## config.mk

```make
export PLATFORM = sky130hd
export DESIGN_NAME = uart_tx_stream
export DESIGN_NICKNAME = d
export VERILOG_FILES = /design/src/rtl/uart_tx_stream.sv
export SDC_FILE = /design/constraint.sdc
export NUM_CORES = 1
export LEC_CHECK = 0
export CELL_PAD_IN_SITES_DETAIL_PLACEMENT = 0
export CELL_PAD_IN_SITES_GLOBAL_PLACEMENT = 1
export CORE_ASPECT_RATIO = 0.7
export CORE_MARGIN = 2
export CORE_UTILIZATION = 52
export DETAILED_ROUTE_END_ITERATION = 7
export PLACE_DENSITY = 0.91
export SLEW_MARGIN = 5
export SYNTH_ARGS = -nofsm -noshare
export SYNTH_HDL_FRONTEND = slang
export SYNTH_SLANG_ARGS = --single-unit
```

## constraint.sdc

```tcl
create_clock -name clk -period 4.88 [get_ports clk]
set_input_delay 0.976 -clock clk [delete_from_list [all_inputs] [get_ports clk]]
set_output_delay 0.976 -clock clk [all_outputs]
set_load 0.005 [all_outputs]
```

## src/rtl/uart_tx_stream.sv

```systemverilog
// -----------------------------------------------------------------------------
// uart_tx_stream
// Buffered UART transmitter. Words enter a small FIFO through a valid/ready
// handshake and are sent as frames: start bit, DATA_BITS payload bits
// (LSB first), an optional parity bit, then STOP_BITS stop bits. When more
// words are waiting, frames follow each other with no idle gap on the line.
//
// Ports
//   clk        : system clock, the only clock of the block
//   reset      : synchronous, active-high reset
//   data_in    : word to transmit
//   data_valid : data_in is presented
//   data_ready : FIFO can accept a word this cycle (combinational, !full)
//   tx         : UART line, idle high, driven from a register
//   tx_busy    : a frame is on the line (stays high across back-to-back frames)
//   fifo_count : number of words stored in the FIFO
// -----------------------------------------------------------------------------
module uart_tx_stream #(
    parameter int CLKS_PER_BIT = 6,
    parameter int DATA_BITS    = 8,
    parameter int PARITY_MODE  = 1,
    parameter int STOP_BITS    = 1,
    parameter int FIFO_DEPTH   = 4
) (
    input  logic                        clk,
    input  logic                        reset,
    input  logic [DATA_BITS-1:0]        data_in,
    input  logic                        data_valid,
    output logic                        data_ready,
    output logic                        tx,
    output logic                        tx_busy,
    output logic [$clog2(FIFO_DEPTH):0] fifo_count
);

    localparam int AW = $clog2(FIFO_DEPTH);
    localparam int TW = $clog2(CLKS_PER_BIT);
    localparam int BW = 4;

    localparam logic [TW-1:0] LAST_TICK = TW'(CLKS_PER_BIT - 1);
    localparam logic [BW-1:0] LAST_DATA = BW'(DATA_BITS - 1);
    localparam logic [BW-1:0] LAST_STOP = BW'(STOP_BITS - 1);
    localparam logic [AW:0]   FULL_CNT  = (AW + 1)'(FIFO_DEPTH);
    localparam logic [AW:0]   ONE_CNT   = (AW + 1)'(1);
    localparam logic [AW:0]   ZERO_CNT  = (AW + 1)'(0);

    typedef enum logic [2:0] {
        ST_IDLE   = 3'd0,
        ST_START  = 3'd1,
        ST_DATA   = 3'd2,
        ST_PARITY = 3'd3,
        ST_STOP   = 3'd4
    } state_t;

    // Parity bit of a payload word: even mode sends the XOR, odd mode its inverse.
    function automatic logic f_parity(input logic [DATA_BITS-1:0] word);
        logic p;
        p = ^word;
        if (PARITY_MODE == 2) begin
            f_parity = ~p;
        end else begin
            f_parity = p;
        end
    endfunction

    // FIFO
    logic [DATA_BITS-1:0] r_mem [FIFO_DEPTH];
    logic [AW-1:0]        r_wptr;
    logic [AW-1:0]        r_rptr;
    logic [AW:0]          r_count;
    logic [AW:0]          w_count_nxt;
    logic                 w_full;
    logic                 w_push;
    logic                 w_pop;
    logic [DATA_BITS-1:0] w_head;

    // Transmitter
    state_t               r_state;
    logic [TW-1:0]        r_timer;
    logic [BW-1:0]        r_bit_idx;
    logic [DATA_BITS-1:0] r_shift;
    logic                 r_par;
    logic                 r_tx;
    logic                 r_busy;
    logic                 w_last_tick;
    logic                 w_last_stop;

    assign w_full      = (r_count == FULL_CNT);
    assign data_ready  = ~w_full;
    assign w_push      = data_valid & ~w_full;
    assign w_head      = r_mem[r_rptr];
    assign w_last_tick = (r_timer == LAST_TICK);
    assign w_last_stop = w_last_tick & (r_bit_idx == LAST_STOP);

    assign tx         = r_tx;
    assign tx_busy    = r_busy;
    assign fifo_count = r_count;

    // Pop decision: a word leaves the FIFO when a frame starts, either from idle
    // or at the end of the previous frame's last stop bit.
    always_comb begin
        w_pop = 1'b0;
        case (r_state)
            ST_IDLE: begin
                w_pop = (r_count != ZERO_CNT);
            end
            ST_STOP: begin
                w_pop = (r_count != ZERO_CNT) & w_last_stop;
            end
            default: begin
                w_pop = 1'b0;
            end
        endcase
    end

    // Occupancy update: a push and a pop on the same edge cancel out.
    always_comb begin
        w_count_nxt = r_count;
        case ({w_push, w_pop})
            2'b10: begin
                w_count_nxt = r_count + ONE_CNT;
            end
            2'b01: begin
                w_count_nxt = r_count - ONE_CNT;
            end
            default: begin
                w_count_nxt = r_count;
            end
        endcase
    end

    // Payload storage; entries are only meaningful between write and read pointer.
    always_ff @(posedge clk) begin
        if (!reset && w_push) begin
            r_mem[r_wptr] <= data_in;
        end
    end

    // FIFO pointers and occupancy; pointers wrap naturally at FIFO_DEPTH.
    always_ff @(posedge clk) begin
        if (reset) begin
            r_wptr  <= {AW{1'b0}};
            r_rptr  <= {AW{1'b0}};
            r_count <= ZERO_CNT;
        end else begin
            if (w_push) begin
                r_wptr <= r_wptr + AW'(1);
            end
            if (w_pop) begin
                r_rptr <= r_rptr + AW'(1);
            end
            r_count <= w_count_nxt;
        end
    end

    // Frame sequencer: bit timing, shift register, and registered tx / tx_busy.
    always_ff @(posedge clk) begin
        if (reset) begin
            r_state   <= ST_IDLE;
            r_timer   <= {TW{1'b0}};
            r_bit_idx <= {BW{1'b0}};
            r_shift   <= {DATA_BITS{1'b0}};
            r_par     <= 1'b0;
            r_tx      <= 1'b1;
            r_busy    <= 1'b0;
        end else begin
            case (r_state)
                ST_IDLE: begin
                    r_tx    <= 1'b1;
                    r_timer <= {TW{1'b0}};
                    if (w_pop) begin
                        r_shift <= w_head;
                        r_par   <= f_parity(w_head);
                        r_state <= ST_START;
                        r_tx    <= 1'b0;
                        r_busy  <= 1'b1;
                    end else begin
                        r_busy  <= 1'b0;
                    end
                end
                ST_START: begin
                    if (w_last_tick) begin
                        r_timer   <= {TW{1'b0}};
                        r_bit_idx <= {BW{1'b0}};
                        r_state   <= ST_DATA;
                        // Present bit 0 now and pre-shift so r_shift[0] is always the next bit.
                        r_tx      <= r_shift[0];
                        r_shift   <= {1'b0, r_shift[DATA_BITS-1:1]};
                    end else begin
                        r_timer <= r_timer + TW'(1);
                    end
                end
                ST_DATA: begin
                    if (w_last_tick) begin
                        r_timer <= {TW{1'b0}};
                        if (r_bit_idx == LAST_DATA) begin
                            r_bit_idx <= {BW{1'b0}};
                            if (PARITY_MODE != 0) begin
                                r_state <= ST_PARITY;
                                r_tx    <= r_par;
                            end else begin
                                r_state <= ST_STOP;
                                r_tx    <= 1'b1;
                            end
                        end else begin
                            r_bit_idx <= r_bit_idx + BW'(1);
                            r_tx      <= r_shift[0];
                            r_shift   <= {1'b0, r_shift[DATA_BITS-1:1]};
                        end
                    end else begin
                        r_timer <= r_timer + TW'(1);
                    end
                end
                ST_PARITY: begin
                    if (w_last_tick) begin
                        r_timer   <= {TW{1'b0}};
                        r_bit_idx <= {BW{1'b0}};
                        r_state   <= ST_STOP;
                        r_tx      <= 1'b1;
                    end else begin
                        r_timer <= r_timer + TW'(1);
                    end
                end
                ST_STOP: begin
                    if (w_last_tick) begin
                        r_timer <= {TW{1'b0}};
                        if (r_bit_idx == LAST_STOP) begin
                            r_bit_idx <= {BW{1'b0}};
                            // A waiting word starts immediately so frames stay contiguous.
                            if (w_pop) begin
                                r_shift <= w_head;
                                r_par   <= f_parity(w_head);
                                r_state <= ST_START;
                                r_tx    <= 1'b0;
                                r_busy  <= 1'b1;
                            end else begin
                                r_state <= ST_IDLE;
                                r_tx    <= 1'b1;
                                r_busy  <= 1'b0;
                            end
                        end else begin
                            r_bit_idx <= r_bit_idx + BW'(1);
                        end
                    end else begin
                        r_timer <= r_timer + TW'(1);
                    end
                end
                default: begin
                    r_state   <= ST_IDLE;
                    r_timer   <= {TW{1'b0}};
                    r_bit_idx <= {BW{1'b0}};
                    r_tx      <= 1'b1;
                    r_busy    <= 1'b0;
                end
            endcase
        end
    end

endmodule

```

==> results.toml <==
[outcome]
status = "finished clean"

[yosys]
synthFlopType = "edfxtp_1"
synthCells = 233
ys_seq_area_share_pct = 54.5
yosysTopAreaCell = "edfxtp_1"
synth_cell_type_count = 47
syn_area_um2 = 2870
synth_edf_count = 32
synth_seq_cells = 62
avgSynthCellArea_um2 = 12.3
yosysTopAreaCellShare_pct = 33.5
synthTopCellsByArea = "edfxtp_1 (34%), dfxtp_1 (21%), mux4_2 (6.3%)"
synthArstFlopShare_pct = 0
synth_fp_nets = 254
synth_warnings = 0

[power_and_ir_drop]
power.leakage_uw = 0.00112
switchingPower_uw = 633
combPwrFrac_pct = 36.3
clockPowerShare_pct = 23.7
p_per_area_nw_per_um2 = 546
p_int_uw = 1140
seq_power_share_pct = 40.0
switching_share_pct = 35.8
vdd_drop_max_v = 0.000384

[global_routing]
grt_pass1_wl_um = 8290
track_usage_pct = 18.4
grt_remaining_overflow = 0
antenna_found_initial = 0
grt_start_max_net_pins = 29
grt_pass1_vias = 1674

[sta]
fin_ws_ns = 1.98
setup_viol = 0
slew_violations = 0
max_slew_margin_pct = 57.6
hold_viol_final = 0
finalSetupTns_ns = 0
fmax_ghz = 0.345
fin_crit_sh_pct = 59.4
finalCriticalPeriod_ns = 2.90
grt_setup_unrepaired = "false"
timing.hold.ws_ns = 0.462
clock_skew_ns = 0.0106
worst_slew_pin_slew_ns = 0.631

[worst_setup_path]
crit_type = "reg -> reg"
cp-start-kind = "flop"
required_ns = 5.15
cpLargestDelayFamily = "simple AND/OR/NAND/NOR gates"
cp_slowest_stage_delay_ns = 0.50
path_buf_inv = 3
critPathCaptureType = "flop"
path_cells = "inv_1 > ha_1 > or3b_2 > o21ai_1 > nand2_1 > inv_2 > ha_1 > inv_1 > fa_1 > xor2_1 > or3_1 > a21oi_1"
arrival_ns = 3.17
critPathMaxFanout = 5
cpMaxStageDelayCell = "or3b_2"

[route]
dr.pass1.iters = 4
drt_iter0_drc = 134
drc_errors = 0
vias_per_cell = 5.40
wire_per_inst_um = 15.4
postRouteAntennaNets = 0
vias = 1767
wirelength_um = 5030

[clock_tree]
clk_latency_ns = 0.35
cts_buffers = 9
cts_tree = "built"
ctsHoldBuffers = 0
cts-resized-gates = 0
post_cts_buffers = 0
cts.clk_slew.worst_paths_ns = 0.08
root_buffer = "clkbuf_8"
cts_buffer_depth = 2
cts.htree.levels = 3
clock_sinks = 62

[final_layout]
layout_common_cells = "edfxtp_1 (32), dfxtp_1 (30), nor2_1 (26)"
antennaDiodeCount = 0
mostFrequentLayoutCell = "edfxtp_1"
synthToLayoutAreaGrowth_pct = 13.1
fin_nets = 271
drive_above_1_share_pct = 14.5
stdcell_area_um2 = 3240

[floorplan]
fp-row-count = 22
coreArea_um2 = 5290
die_width_um = 92.7
io_pins = 17
die-area_um2 = 6130
start_util_pct = 54.2
die_height_um = 66.1

[worst_hold_path]
hp-class = "reg -> reg"

[placement]
dpl_cell_area_um2 = 3050
preCtsSetupSlack_ns = 2.01
hpwl_um = 3420
gp_congestion = 0.769
port_buffers = 16

[job]
maxCapViolCount = 0
cell families after synthesis:
family,Yosys count,synth area share (%)
simple gates,73,13.5
buf+inv,21,3.75
xor+xnor,14,4.28
mux,17,9.43
fa+ha+maj,11,5.02
flops,62,54.5
compound gates,35,9.52
synth_stat cells (2+ instances only):
| master | number |
|---|---|
| o21ai_0 | 6 |
| a21oi_1 | 12 |
| nand2b_1 | 6 |
| xor2_1 | 4 |
| dfxtp_1 | 30 |
| clkbuf_2 | 2 |
| mux2i_1 | 9 |
| nand4b_1 | 2 |
| edfxtp_1 | 32 |
| and2_1 | 5 |
| buf_6 | 3 |
| nor2_1 | 26 |
| mux4_2 | 8 |
| ha_1 | 9 |
| nor3_1 | 6 |
| nand3b_1 | 3 |
| a211oi_1 | 4 |
| xnor2_1 | 10 |
| nor2b_1 | 3 |
| nand3_1 | 7 |
| inv_1 | 9 |
| clkbuf_1 | 2 |
| nand2_1 | 6 |
| buf_2 | 3 |
| a211oi_2 | 4 |
state kept, by name, indices dropped and copies added, names as in the netlist, 2 cells and up, named ones only:
register / flops
r_rptr: 2
r_wptr: 2
r_mem: 32
r_timer: 3
fifo_count: 3
r_bit_idx: 4
r_state: 3
r_shift: 8
through the flow:
stage | total power (uW) | std cells | util, %
5_1_grt | 1880 | 327 | 61.3
2_1_floorplan | 1240 | 233 | -
6_report | 1770 | 327 | 61.3
3_5_place_dp | 1360 | 311 | 57.8
3_3_place_gp | 1350 | 311 | 57.8
4_1_cts | 1780 | 327 | 61.3
layout make-up:
class | count | area (um2)
Inverter | 10 | 37.5
Tap cell | 72 | 90.1
Clock buffer | 9 | 124
Sequential cell | 62 | 1560
Timing Repair Buffer | 17 | 168
Fill cell | 421 | 2050
Clock inverter | 7 | 62.6
Multi-Input combinational cell | 150 | 1200
power groups by stage:
stage / logic [uW] / registers [uW] / clock network [uW]
CTS: 647 / 709 / 428
finish: 642 / 708 / 419
detailed placement: 638 / 720 / 0
global placement: 632 / 719 / 0
floorplan: 557 / 680 / 0
global route: 707 / 721 / 452
layer usage:
metal  up-vias  part of all wire [%]  GRT usage [%]
met5         -                     0              0
met4         0                   1.1           5.51
met3         6                   5.1           6.84
met2        45                    42           25.5
met1       837                    52           26.8
li1        879                     -              -
path summary, 6_finish.rpt:
| check | slack (ns) | cells past startpoint | from | endpoint |
|---|---|---|---|---|
| hold / removal | 0.46 | 1 | r_timer[0]$_SDFF_PP0_ | r_timer[0]$_SDFF_PP0_ |
| hold reg to reg | 0.46 | 1 | r_timer[0]$_SDFF_PP0_ | r_timer[0]$_SDFF_PP0_ |
| setup reg to reg | 1.98 | 12 | r_bit_idx[0]$_SDFFE_PP0P_ | fifo_count[2]$_SDFFE_PP0P_ |
| setup / recovery | 1.98 | 12 | r_bit_idx[0]$_SDFFE_PP0P_ | fifo_count[2]$_SDFFE_PP0P_ |
No activity file was read; power rests on OpenSTA's default activity.
==> variant 1: new RTL, same settings <==
Make the reset (`reset`) asynchronous in 2 clocked blocks. Comments in the files are not updated.
--- a/src/rtl/uart_tx_stream.sv
+++ b/src/rtl/uart_tx_stream.sv
@@ -136,7 +136,7 @@
     end
 
     // FIFO pointers and occupancy; pointers wrap naturally at FIFO_DEPTH.
-    always_ff @(posedge clk) begin
+    always_ff @(posedge clk or posedge reset) begin
         if (reset) begin
             r_wptr  <= {AW{1'b0}};
             r_rptr  <= {AW{1'b0}};
@@ -153,7 +153,7 @@
     end
 
     // Frame sequencer: bit timing, shift register, and registered tx / tx_busy.
-    always_ff @(posedge clk) begin
+    always_ff @(posedge clk or posedge reset) begin
         if (reset) begin
             r_state   <= ST_IDLE;
             r_timer   <= {TW{1'b0}};
Function: differs if reset is asserted again (counterexample within 4 cycles, from zero or initial values and one cycle with reset high); with reset held inactive, the same outputs for 10 cycles.
==> variant 1 against the original RTL <==
- final cell count decreased by 7.0%
- sequential cell count decreased by 2
- final area decreased by 0.43%
- die area decreased by 0.29%
- wire length decreased by 3.2%
- synthesized area decreased by 0.31%
- setup slack improved by 0.17 ns
Power is not compared: it rests on default switching activity, and its combinational part moved more than twofold at a synthesized area within 25%.
==> variant 1: results (changes against the original RTL) <==
Worst Path Arrival: 2.99 ns (was 3.17 ns)
Hold slack: 0.4935 ns (was 0.4617 ns)
Crit path max fanout: 14 (was 5)
Hold path cells: 2 (was 1)
NumNets Final: 246 (was 271)
Yosys cell types: 51 (was 47)
Crit-path slowest cell: or3b_1 (was or3b_2)
Wl on met1: 2.449 mm (was 2.622 mm)
Layout Cells excl Fill: 304 (was 327)
Crit path time final: 2.731 ns (was 2.901 ns)
Clk_skew: 0.006008 ns (was 0.01061 ns)
Placed wire-length estimate: 3.398 mm (was 3.422 mm)
Met3 WL: 245 µm (was 258 µm)
FILL cells: 389 (was 421)
Starting DRT DRC Count: 117 (was 134)
Mapped Cells: 209 (was 233)
Flop2flop setup slack: 2.15 ns (was 1.98 ns)
Global-route wire length before repair: 8.211 mm (was 8.286 mm)
Asr flop ratio synth: 46.67% (was 0%)
Hold_sp: r_par (was r_timer[0])
Share of cells above drive strength 1: 14.66% (was 14.51%)
Relative slew slack: 29.82% (was 57.59%)
Ranking of synthesized cells by area: edfxtp_1 (34%), dfrtp_1 (24%), mux4_2 (4.7%) (was edfxtp_1 (34%), dfxtp_1 (21%), mux4_2 (6.3%))
Placed Cells: 288 (was 311)
GR Util met1: 25.94% (was 26.77%)
Post-Synth XOR/XNOR Area: 4.599% (was 4.279%)
Hold EP: r_par (was r_timer[0])
Routed len/inst: 16.01 µm (was 15.38 µm)
Top cells by count, synth: edfxtp_1 (32), dfrtp_1 (27), inv_1 (13) (was edfxtp_1 (32), dfxtp_1 (30), nor2_1 (26))
Vias in the first global route: 1640 (was 1674)
Total track usage: 18.55% (was 18.36%)
Post-synthesis adder-cell area fraction: 3.767% (was 5.022%)
GR Layer Usage met3: 7.184% (was 6.842%)
Worst setup path end: fifo_count[2] (unchanged)
Status: finished clean (unchanged)
Synthesized Nets: 228 (was 254)
Met2 GRT Util: 27.28% (was 25.46%)
Dpl ws: 2.160 ns (was 2.008 ns)
CP startpoint: r_bit_idx[0] (unchanged)
## variant 1: changes by cell type in the layout (fill, tap and decap cells not counted), sizes merged, moves of 7 or more
cell and change:
a211oi -7, a2bb2oi +8, dfrtp +27, dfxtp -30
mux2i -7, nor2 -17, o22ai +9
## variant 1: worst max-delay path, delay by kind of cell, from the launching register on
kind,cells,cell delay [ns]
AO/OA/AOI/OAI,1,0.23
XOR/XNOR,2,0.29
adder cells (fa/ha/maj),3,0.69
buffers and inverters,3,0.27
flip-flops,1,0.41
AND/OR/NAND/NOR,3,0.75
## variant 1: layout make-up
cell class / count / area [µm²] / area share (%)
tap: 72 / 90.09 / 2.793
sequential: 60 / 1663 / 51.55
clock buffer: 9 / 123.9 / 3.840
timing repair buffer: 16 / 160.2 / 4.965
clock inverter: 7 / 67.56 / 2.095
inverter: 13 / 48.80 / 1.513
multi-input combinational: 127 / 1072 / 33.24
==> variant 2: new RTL, same settings <==
Without the edit above. Set the parameter `FIFO_DEPTH` to 2 (it was 4).
--- a/src/rtl/uart_tx_stream.sv
+++ b/src/rtl/uart_tx_stream.sv
@@ -20,7 +20,7 @@
     parameter int DATA_BITS    = 8,
     parameter int PARITY_MODE  = 1,
     parameter int STOP_BITS    = 1,
-    parameter int FIFO_DEPTH   = 4
+    parameter int FIFO_DEPTH   = 2
 ) (
     input  logic                        clk,
     input  logic                        reset,
Ports: changed (resized fifo_count); port bits go from 17 to 16. No check against the original RTL was run, so the function may have changed too.
==> variant 2 against the original RTL <==
- clock power shrank 45%
- critical path type is now input pin to flop
- final area shrank 28%
- setup slack better by 0.28 ns
- clock skew is 0.0065 ns lower
- critical path depth fell by 9
- hold slack got worse by 0.0018 ns
- sequential power shrank 30%
- synthesized area down 29%
- power decreased by 37%
- largest power group unchanged
- fmax increased by 11%
- sequential cell count is 20 lower
- final cell count decreased by 18%
- wire length fell by 27%
==> variant 2: results (changes against the original RTL) <==
H-tree Lvls: 2 (was 3)
TritonCTS buffer count: 5 (was 9)
Mapped Cells: 201 (was 233)
Cell Area, Placed: 2227 µm² (was 3053 µm²)
Hold slack: 0.4599 ns (was 0.4617 ns)
Global-route wire length before repair: 6.320 mm (was 8.286 mm)
Routability congestion estimate: 0.8187 (was 0.7693)
Top cells by count, synth: dfxtp_1 (26), nor2_1 (24), edfxtp_1 (16) (was edfxtp_1 (32), dfxtp_1 (30), nor2_1 (26))
Flop2flop setup slack: 2.57 ns (was 1.98 ns)
Sw frac: 34.52% (was 35.80%)
PwrDens: 479.6 nW/µm² (was 546.0 nW/µm²)
Post-synthesis sequential area ratio: 48.87% (was 54.50%)
Placed wire-length estimate: 2.580 mm (was 3.422 mm)
Ranking of synthesized cells by area: dfxtp_1 (25%), edfxtp_1 (23%), mux2i_1 (5.9%) (was edfxtp_1 (34%), dfxtp_1 (21%), mux4_2 (6.3%))
Latest clock arrival within the worst-skew pair: 0.29 ns (was 0.35 ns)
FILL cells: 329 (was 421)
Largest net degree at the start of global routing: 32 (was 29)
Worst Path Arrival: 2.53 ns (was 3.17 ns)
Top_reg_cell synth: dfxtp_1 (was edfxtp_1)
Clk. pwr: 0.000231 W (was 0.000419 W)
Share of cells above drive strength 1: 6.977% (was 14.51%)
Synthesized Nets: 217 (was 254)
Worst-Margin Slew: 1.081 ns (was 0.6313 ns)
FF-to-FF path depth: 8 (was 12)
GR Layer Usage met3: 4.823% (was 6.842%)
Met2 GRT Util: 24.94% (was 25.46%)
NumNets Final: 230 (was 271)
Routed len/inst: 13.75 µm (was 15.38 µm)
Total track usage: 18.16% (was 18.36%)
Yosys cell types: 43 (was 47)
Combinational share of power: 34.6% (was 36.3%)
GR Util met1: 28.00% (was 26.77%)
EDFF count, synth: 16 (was 32)
Crit path max fanout: 31 (was 5)
Peak VDD IR: 0.3113 mV (was 0.3838 mV)
Dpl ws: 1.923 ns (was 2.008 ns)
Starting DRT DRC Count: 175 (was 134)
Vias in the first global route: 1389 (was 1674)
Via count: 1476 (was 1767)
Status: finished clean (unchanged)
LEAKAGE: 0.8214 nW (was 1.121 nW)
Placed Cells: 259 (was 311)
Clk_skew: 0.004111 ns (was 0.01061 ns)
Largest regs: r_mem: 16 flops, r_shift: 8 flops, r_bit_idx: 4 flops (was r_mem: 32 flops, r_shift: 8 flops, r_bit_idx: 4 flops)
Ys Warns: 0 (unchanged)
FF-to-FF End: fifo_count[1] (was fifo_count[2])
Input/output buffers: 15 (was 16)
Total Wirelength: 3.671 mm (was 5.030 mm)
==> variant 2: cell count changes after synthesis, sizes merged, moves of 6 or more <==
| cell | unedited run | this run |
|---|---|---|
| a211o | 0 | 7 |
| a21oi | 12 | 6 |
| edfxtp | 32 | 16 |
| inv | 10 | 4 |
| mux4 | 8 | 0 |
| o21ai | 7 | 13 |
| o31ai | 0 | 7 |
==> variant 2: per-layer routing <==
layer | vias up | part of all wire [%]
met5 | - | 0
met4 | 0 | 1.0
met3 | 5 | 4.1
met2 | 36 | 40
met1 | 683 | 55
li1 | 752 | -
==> variant 2: worst max-delay path, stage by stage <==
cell and delay (ns):
clkdlybuf4s50_1 0.40, buf_4 0.23, nor3b_1 0.92
==> variant 2: cell families after synthesis <==
group	count (synthesis)	share of synthesized area (%)
compound gates	47	16.07
xor+xnor	18	7.697
fa+ha+maj	5	3.054
buf+inv	14	2.871
flops	42	48.87
mux	12	5.865
simple gates	63	15.58
==> variant 2: worst max path at each step <==
stage / from / endpoint / slack, ns / cells after the start
2_1_floorplan: reset / r_mem[0][0] / 2.49 / 3
3_3_place_gp: reset / r_mem[1][3] / 2.04 / 3
4_1_cts: reset / r_mem[1][7] / 2.23 / 3
5_1_grt: reset / r_mem[1][7] / 2.11 / 3
6_report: reset / r_mem[1][7] / 2.26 / 3
3_5_place_dp: reset / r_mem[1][6] / 1.92 / 3
==> variant 2: area by class of cell <==
cell class | instances | area, µm² | area share, %
Clock buffer | 5 | 68.82 | 2.965
Tap cell | 52 | 65.06 | 2.803
Sequential cell | 42 | 1001 | 43.13
Timing Repair Buffer | 16 | 157.7 | 6.792
Inverter | 4 | 15.01 | 0.6469
Clock inverter | 3 | 25.02 | 1.078
Multi-Input combinational cell | 145 | 988.4 | 42.59
